File: src/rtl/zeroheti_pkg.sv
// Shared address-map types and the default zeroHETI data-port memory map.
package zeroheti_pkg;

  typedef struct packed {
    logic [31:0] base;
    logic [31:0] last;
  } addr_rule_t;

  localparam int AddrMapRules = 5;
  typedef addr_rule_t [AddrMapRules-1:0] addr_map_t;

  // Index 0 sits in the LSBs: dbg, imem, dmem, clic, ext.
  localparam addr_map_t AddrMap = {
    addr_rule_t'{base: 32'h0001_0000, last: 32'hFFFF_FFFF},
    addr_rule_t'{base: 32'h0000_9000, last: 32'h0000_A000},
    addr_rule_t'{base: 32'h0000_5000, last: 32'h0000_9000},
    addr_rule_t'{base: 32'h0000_1000, last: 32'h0000_5000},
    addr_rule_t'{base: 32'h0000_0000, last: 32'h0000_1000}
  };

  // An all-ones last address also covers the top byte of the address space.
  function automatic logic rule_hit(input addr_rule_t rule, input logic [31:0] addr);
    return (addr >= rule.base) &&
           ((addr < rule.last) || ((rule.last == '1) && (addr == '1)));
  endfunction

endpackage

File: src/rtl/zeroheti_addr_decode.sv
// Combinational rule-table match; the lowest matching rule index wins.
module zeroheti_addr_decode
  import zeroheti_pkg::*;
#(
  parameter int                        NumRules = 5,
  parameter int                        IdxW     = $clog2(NumRules + 1),
  parameter addr_rule_t [NumRules-1:0] Rules    = AddrMap
) (
  input  logic [31:0]     addr_i,
  output logic [IdxW-1:0] idx_o,
  output logic            hit_o
);

  logic [NumRules-1:0] match;

  for (genvar gi = 0; gi < NumRules; gi++) begin : g_match
    assign match[gi] = rule_hit(Rules[gi], addr_i);
  end

  always_comb begin
    idx_o = '0;
    hit_o = 1'b0;
    for (int i = NumRules - 1; i >= 0; i--) begin
      if (match[i]) begin
        idx_o = IdxW'(i);
        hit_o = 1'b1;
      end
    end
  end

endmodule

File: src/rtl/zeroheti_addr_demux.sv
// Core data-port demux: rule decode, same-target issue with in-order stall, miss responder.
module zeroheti_addr_demux
  import zeroheti_pkg::*;
#(
  parameter int                        NumRules = 5,
  parameter int                        MaxTrans = 2,
  parameter addr_rule_t [NumRules-1:0] Rules    = AddrMap
) (
  input  logic                     clk_i,
  input  logic                     rst_i,
  input  logic                     req_i,
  output logic                     gnt_o,
  input  logic [31:0]              addr_i,
  input  logic                     we_i,
  input  logic [3:0]               be_i,
  input  logic [31:0]              wdata_i,
  output logic                     rvalid_o,
  output logic [31:0]              rdata_o,
  output logic                     err_o,
  output logic [NumRules-1:0]      tgt_req_o,
  input  logic [NumRules-1:0]      tgt_gnt_i,
  output logic [31:0]              tgt_addr_o,
  output logic                     tgt_we_o,
  output logic [3:0]               tgt_be_o,
  output logic [31:0]              tgt_wdata_o,
  input  logic [NumRules-1:0]      tgt_rvalid_i,
  input  logic [NumRules-1:0][31:0] tgt_rdata_i,
  input  logic [NumRules-1:0]      tgt_err_i
);

  localparam int SelW = $clog2(NumRules + 1);
  localparam int CntW = $clog2(MaxTrans + 1);
  localparam logic [SelW-1:0] SelErr = SelW'(NumRules);

  logic [SelW-1:0] dec_idx;
  logic            dec_hit;
  logic [SelW-1:0] sel;
  logic [SelW-1:0] sel_q;
  logic [CntW-1:0] cnt_q;
  logic            err_pend_q;
  logic            issue_ok;
  logic            err_retire;
  logic            err_slot_ok;

  zeroheti_addr_decode #(
    .NumRules (NumRules),
    .IdxW     (SelW),
    .Rules    (Rules)
  ) u_decode (
    .addr_i (addr_i),
    .idx_o  (dec_idx),
    .hit_o  (dec_hit)
  );

  assign sel         = dec_hit ? dec_idx : SelErr;
  assign err_retire  = err_pend_q && (cnt_q != '0) && (sel_q == SelErr);
  assign err_slot_ok = !err_pend_q || err_retire;
  // Only one target may own the outstanding window, which keeps responses ordered.
  assign issue_ok    = req_i && (cnt_q < CntW'(MaxTrans)) &&
                       ((cnt_q == '0) || (sel == sel_q));

  assign tgt_addr_o  = addr_i;
  assign tgt_we_o    = we_i;
  assign tgt_be_o    = be_i;
  assign tgt_wdata_o = wdata_i;

  always_comb begin
    tgt_req_o = '0;
    gnt_o     = 1'b0;
    rvalid_o  = 1'b0;
    rdata_o   = '0;
    err_o     = 1'b0;
    if (issue_ok) begin
      if (!dec_hit) begin
        gnt_o = err_slot_ok;
      end else begin
        for (int i = 0; i < NumRules; i++) begin
          if (sel == SelW'(i)) begin
            tgt_req_o[i] = 1'b1;
            gnt_o        = tgt_gnt_i[i];
          end
        end
      end
    end
    if (cnt_q != '0) begin
      if (sel_q == SelErr) begin
        rvalid_o = err_pend_q;
        err_o    = err_pend_q;
      end else begin
        for (int i = 0; i < NumRules; i++) begin
          if ((sel_q == SelW'(i)) && tgt_rvalid_i[i]) begin
            rvalid_o = 1'b1;
            rdata_o  = tgt_rdata_i[i];
            err_o    = tgt_err_i[i];
          end
        end
      end
    end
  end

  always_ff @(posedge clk_i) begin
    if (rst_i) begin
      cnt_q      <= '0;
      sel_q      <= '0;
      err_pend_q <= 1'b0;
    end else begin
      case ({gnt_o, rvalid_o})
        2'b10:   cnt_q <= cnt_q + CntW'(1);
        2'b01:   cnt_q <= cnt_q - CntW'(1);
        default: cnt_q <= cnt_q;
      endcase
      if (gnt_o) begin
        sel_q <= sel;
      end
      err_pend_q <= gnt_o && !dec_hit;
    end
  end

  a_req_onehot0: assert property (@(posedge clk_i) disable iff (rst_i)
    $onehot0(tgt_req_o));
  a_cnt_bound: assert property (@(posedge clk_i) disable iff (rst_i)
    cnt_q <= CntW'(MaxTrans));
  a_no_spurious_rvalid: assert property (@(posedge clk_i) disable iff (rst_i)
    !(rvalid_o && (cnt_q == '0)));
  a_req_stable: assert property (@(posedge clk_i) disable iff (rst_i)
    (req_i && !gnt_o) |=> (req_i && $stable(addr_i) && $stable(we_i) &&
                           $stable(be_i) && $stable(wdata_i)));

endmodule
File: config.mk
export PLATFORM = sky130hd
export DESIGN_NAME = zeroheti_addr_demux
export DESIGN_NICKNAME = d
export VERILOG_FILES = /design/src/rtl/zeroheti_pkg.sv /design/src/rtl/zeroheti_addr_decode.sv /design/src/rtl/zeroheti_addr_demux.sv
export SDC_FILE = /design/constraint.sdc
export NUM_CORES = 1
export LEC_CHECK = 0
export CAP_MARGIN = 25
export CORE_AREA = 2 2 140 142
export CTS_CLUSTER_DIAMETER = 120
export DETAILED_ROUTE_END_ITERATION = 10
export DIE_AREA = 0 0 142 144
export DONT_BUFFER_PORTS = 1
export GPL_TIMING_DRIVEN = 0
export SYNTH_ARGS = -nofsm -noshare
export SYNTH_HDL_FRONTEND = slang
export SYNTH_HIERARCHICAL = 1
export SYNTH_SLANG_ARGS = --single-unit
File: constraint.sdc
create_clock -name clk_i -period 13.2 [get_ports clk_i]
set_input_delay 3.96 -clock clk_i [delete_from_list [all_inputs] [get_ports clk_i]]
set_output_delay 3.96 -clock clk_i [all_outputs]
set_load 0.02 [all_outputs]
=== Word level (Yosys, flattened, before mapping) ===
Index checks and enable logic that the tools add are counted.

* Register bits: 6

* Add/subtract/negate cells: 2
* $lt $le $gt $ge: 11
* Equal/unequal tests: 13
* Multiplexer cells: 47
* Reduce and logical (&&, ||, !) cells: 25

{| class="wikitable"
|+ Operator list
! operator !! number
|-
| 32-bit two-way mux || 7
|-
| 32-bit by 16-bit < comparator with 1-bit output (second input constant) || 2
|-
| 32-bit equality test (second input constant) || 1
|-
| 32-bit by 1-bit greater-or-equal comparator with 1-bit output (second input constant) || 1
|-
| 32-bit by 13-bit greater-or-equal comparator with 1-bit output (second input constant) || 1
|-
| 32-bit by 15-bit greater-or-equal comparator with 1-bit output (second input constant) || 1
|-
| 32-bit by 16-bit greater-or-equal comparator with 1-bit output (second input constant) || 1
|-
| 32-bit by 17-bit greater-or-equal comparator with 1-bit output (second input constant) || 1
|-
| 32-bit by 13-bit < comparator with 1-bit output (second input constant) || 1
|-
| 32-bit by 15-bit < comparator with 1-bit output (second input constant) || 1
|-
| 32-bit < comparator (second input constant) || 1
|-
| 1-bit two-way mux || 31
|-
| 3-bit two-way mux || 6
|-
| 1-bit logical AND || 15
|-
| 3-bit by 2-bit equality test with 1-bit output (second input constant) || 4
|-
| 5-bit two-way mux || 2
|-
| 3-bit equality test (second input constant) || 3
|-
| 3-bit by 1-bit equality test with 1-bit output (second input constant) || 2
|-
| 3-bit zero test || 2
|-
| 2-bit one-hot mux with 2 select lines || 1
|-
| 2-bit nonzero test || 2
|-
| 3-bit equality test || 1
|-
| 1-bit logical OR || 3
|-
| 2-bit by 1-bit adder with 2-bit output (second input constant) || 1
|-
| 6 further kinds || 7
|}

=== Logic depth before layout (Yosys ltp) ===
* Depth in word-level cells: 19
* Depth in mapped cells: 12
* Mapped depth without buffers: 11

=== Cells and area by module ===
The synthesis kept the hierarchy.

{| class="wikitable"
|+ By module, submodules not included
! module !! times used !! cells each !! area each (um^2)
|-
| zeroheti_addr_demux || 1 || 306 || 2,147.1
|-
| zeroheti_addr_decode || 1 || 17 || 106.4
|}

=== Worst setup path after synthesis ===
Ideal clock, no wire load.

* Path type: input port to output port
* Start: input addr_i[26]
* End: output tgt_req_o[0]
* Arrival time: 6.274 ns
* Data required time: 9.240 ns
* Path slack: 2.966 ns
* Cell stages on the path: 9
* Cell sequence: nor4_1 -> nand4_1 -> a21oi_1 -> buf_2 -> nand4_1 -> o31a_1 -> o211ai_2 -> nand2_1 -> nor4_1

* Word-level cells in the longest chain between the ends: 13

{| class="wikitable"
|+ Ends and longest elaborated chain
! element !! RTL line !! RTL
|-
| start, declared || zeroheti_addr_demux.sv:13 || <nowiki>input logic [31:0] addr_i,</nowiki>
|-
| 32-bit < comparator or 32-bit equality test (tied branches) || -- ||
|-
| 1-bit logical OR || zeroheti_pkg.sv:24 || <nowiki>((addr < rule.last) || ((rule.last == '1) && (addr == '1)));</nowiki>
|-
| 1-bit logical AND || zeroheti_pkg.sv:23 || <nowiki>return (addr >= rule.base) &&</nowiki>
|-
| 3-bit two-way mux (4 in series) || zeroheti_addr_decode.sv:24 || <nowiki>if (match[i]) begin</nowiki>
|-
| 3-bit two-way mux * || zeroheti_addr_decode.sv:24 ||
|-
| net dec_idx[2] || zeroheti_addr_demux.sv:35 || <nowiki>logic [SelW-1:0] dec_idx;</nowiki>
|-
| 3-bit two-way mux * || zeroheti_addr_demux.sv:55 || <nowiki>assign sel = dec_hit ? dec_idx : SelErr;</nowiki>
|-
| 3-bit zero test or 3-bit equality test (tied branches) || zeroheti_addr_demux.sv:78, zeroheti_addr_demux.sv:60 ||
|-
| 1-bit two-way mux or 1-bit logical OR (tied branches) || zeroheti_addr_demux.sv:78, zeroheti_addr_demux.sv:60 ||
|-
| 5-bit two-way mux or 1-bit logical AND (tied branches) || zeroheti_addr_demux.sv:74, zeroheti_addr_demux.sv:59 ||
|-
| 5-bit two-way mux * || zeroheti_addr_demux.sv:73 || <nowiki>if (issue_ok) begin</nowiki>
|-
| end, declared || zeroheti_addr_demux.sv:20 || <nowiki>output logic [NumRules-1:0] tgt_req_o,</nowiki>
|}

Mark *: on every way through the listed nets, which the timed path passes. The rest lies on a longest branch.

=== Worst setup path after layout ===
* Start: input addr_i[20]
* End: output tgt_req_o[0]

The elaborated chain is that of the path after synthesis.

==> metrics <==
status finished clean; worst min path class register to register; Reg clk slew, reported paths 0.03 ns; first-pass GRT wire length 16,100 µm; final instance area 2630 µm²; Critical Path, Cell by Cell nor4_1 -> nand4_1 -> a21oi_1 -> buf_2 -> nand4_1 -> o31a_1 -> o211ai_2 -> nand2_1 -> nor4_1; DRC 0; Post-Route Utilization 13.8%; Final Hold Fails 0; f_max 0.0929 GHz; # port buffers 0; Hold Worst Slack 0.578 ns; WL per Instance 24.4 µm; post-synthesis cell area 2250 µm²; Longest Clk Path Bufs 2; Setup crit start kind input port; worst clock skew 0.00187 ns; register-to-register setup slack 10.69 ns; #FFs+latches synth 6; initial antenna violation count 0; CP startpoint addr_i[20]; ys async rst share 0%; CP arrival 6.80 ns; ratio of final minimum period to clock period 81.5%; Syn Area/Cell 6.98 µm²; Nets 576; Synth area leader buf_4; Filler cells 2,182; Worst R2R Start sel_q[0]$_SDFFE_PP0P_; Hold Buf Count CTS 0; die width 142 µm; Pwr Density 95.5 nW/µm²; worst vdd rail ir drop 33.7 µV; Internal 0.000113 W; clk_lat worst skew 0.23 ns; Comb pwr share 71.2%; Crit Path Max Fanout 10; register area share after synthesis 5.33%; Ys Warns 6; PostCTS Resize Cnt 0; Switching Share 55.1%; core area 19,100 µm²; CTS root buffer clkbuf_16; via density per instance 4.86; initial drt markers 307; Synth cell types 51; DP Area 2550 µm²; Post-Syn Nets 571; Ports 356; Starting Density 11.8%; die height 144 µm; R2R depth 7; Synth area leaders buf_4 23%, a222oi_1 13%, a22o_1 12%, a21oi_1 8.7%, nand2_1 6.3%; largest net degree at the start of global routing 11; Worst R2R End cnt_q[1]$_SDFFE_PP0P_; vias in the first global route 2,364; die area 20,400 µm²; Synth top area share 23.0%; Mapped Cells 323; Crit. End Element output port; Final Critical Period 10.76 ns; Post-CTS Setup Repair Bufs 0; P_sw 0.000138 W; worst setup path end tgt_req_o[0]; Slew HR 37.2%; max cap viols 0; Leakage Power 0.937 nW; CTS tree built; CP required 9.24 ns; Synth Flop Type dfxtp_1; Slew Viols, Final 0; GP Congestion 0.760; RSZ-0062 raised after global routing no; Setup TNS 0 ns; Total GRT Usage 11.3%; top cells by count, synth 69 x buf_4, 39 x a21oi_1, 38 x nand2_1; Worst-Margin Slew 0.933 ns; critical path type input port to output port; Pre-antenna DRT Iters 7; register share of total power 9.5%; CTS sink count 6; Post-DRT Antenna Nets 0; slowest CP cell nor4_1; layout cells sized above 1 28.8%; htree depth 1; TritonCTS Buffers 3; GR Overflow Total 0; DR vias 2,740; cell depth of the worst min-delay path 2; clock share of power 19.3%; final WL 13,700 µm; top-count cell post-synth buf_4; Final Setup Violations 0; crit-path max cell delay 0.80 ns; area growth from synthesis to layout 16.5%; DP HPWL 11,500 µm; cell row count 51; number of flops mapped to enable cells by yosys 0; Antenna Cells 0
-- worst max-delay path: cells and delay by family --
| kind | cells | cell delay [ns] |
|---|---|---|
| buffers and inverters | 1 | 0.26 |
| and+or+nand+nor | 5 | 1.83 |
| AOI/OAI and AO/OA | 3 | 0.74 |
-- power by group through the flow --
stage | Sequential (W) | Combinational [W] | Clock [W]
after floorplan | 0.0000229 | 0.000138 | 0
after global placement | 0.0000238 | 0.000180 | 0
after detailed placement | 0.0000238 | 0.000182 | 0
after CTS | 0.0000237 | 0.000182 | 0.0000493
after global routing | 0.0000240 | 0.000194 | 0.0000503
final | 0.0000237 | 0.000179 | 0.0000484
-- worst min path at each step --
stage	from	to
floorplan	cnt_q[1]$_SDFFE_PP0P_	cnt_q[1]$_SDFFE_PP0P_
global placement	cnt_q[1]$_SDFFE_PP0P_	cnt_q[1]$_SDFFE_PP0P_
detailed placement	cnt_q[1]$_SDFFE_PP0P_	cnt_q[1]$_SDFFE_PP0P_
CTS	cnt_q[1]$_SDFFE_PP0P_	cnt_q[1]$_SDFFE_PP0P_
global route	cnt_q[1]$_SDFFE_PP0P_	cnt_q[1]$_SDFFE_PP0P_
finish	cnt_q[1]$_SDFFE_PP0P_	cnt_q[1]$_SDFFE_PP0P_
-- cells in the final DEF (no fill, tap or decap), types with 2 or more instances in the layout --
cell type | synthesis | final
inv_2 | 2 | 2
a31o_1 | 2 | 2
nand2b_1 | 6 | 6
buf_4 | 69 | 69
xnor2_1 | 2 | 2
o21ai_1 | 2 | 2
o211a_1 | 2 | 2
dfxtp_1 | 6 | 6
nand3_1 | 2 | 2
nand2_1 | 38 | 38
o21ai_0 | 4 | 4
a21o_1 | 2 | 2
nand4_1 | 2 | 2
nor2b_1 | 5 | 5
nor2_1 | 8 | 8
a22oi_1 | 2 | 2
a21oi_1 | 39 | 39
nor4_1 | 6 | 6
xor2_1 | 2 | 2
o31ai_1 | 2 | 2
a222oi_1 | 30 | 30
a22o_1 | 31 | 31
clkbuf_16 | 0 | 3
clkbuf_1 | 21 | 21
buf_2 | 8 | 8
o221ai_1 | 2 | 2
inv_1 | 3 | 3
-- final cells by class --
| type | count | area (µm²) | area share [%] |
|---|---|---|---|
| inverter | 5 | 18.8 | 0.715 |
| tap | 238 | 298 | 11.3 |
| clock buffer | 3 | 75.1 | 2.86 |
| sequential | 6 | 120 | 4.57 |
| buffer | 98 | 637 | 24.2 |
| multi-input combinational | 214 | 1480 | 56.3 |
-- through the flow --
| stage | std cells | setup slack [ns] | power (W) |
|---|---|---|---|
| final | 564 | 2.44 | 0.000251 |
| after global routing | 564 | 2.12 | 0.000268 |
| after CTS | 564 | 2.40 | 0.000255 |
| after detailed placement | 561 | 2.40 | 0.000205 |
| after global placement | 561 | 2.47 | 0.000204 |
| after floorplan | 323 | 2.97 | 0.000161 |
-- per-layer routing --
metal | up-vias | part of all wire (%) | GRT usage, %
li1 | 1183 | - | -
met1 | 1305 | 37 | 13.4
met2 | 238 | 50 | 19.7
met3 | 14 | 11 | 4.04
met4 | 0 | 1.5 | 2.26
met5 | - | 0 | 0
-- state kept, by name, indices dropped and copies added (netlist names) --
name        flops
cnt_q           2
err_pend_q      1
sel_q           3
-- cells by family after synthesis --
family / count (synthesis) / synth area share, %
simple gates: 81 / 18.7
buf+inv: 103 / 29.1
compound gates: 125 / 42.8
flops: 6 / 5.33
xor+xnor: 4 / 1.55
mux: 3 / 1.94
fa+ha+maj: 1 / 0.555
Note: power is estimated with default switching activity, not from simulation.
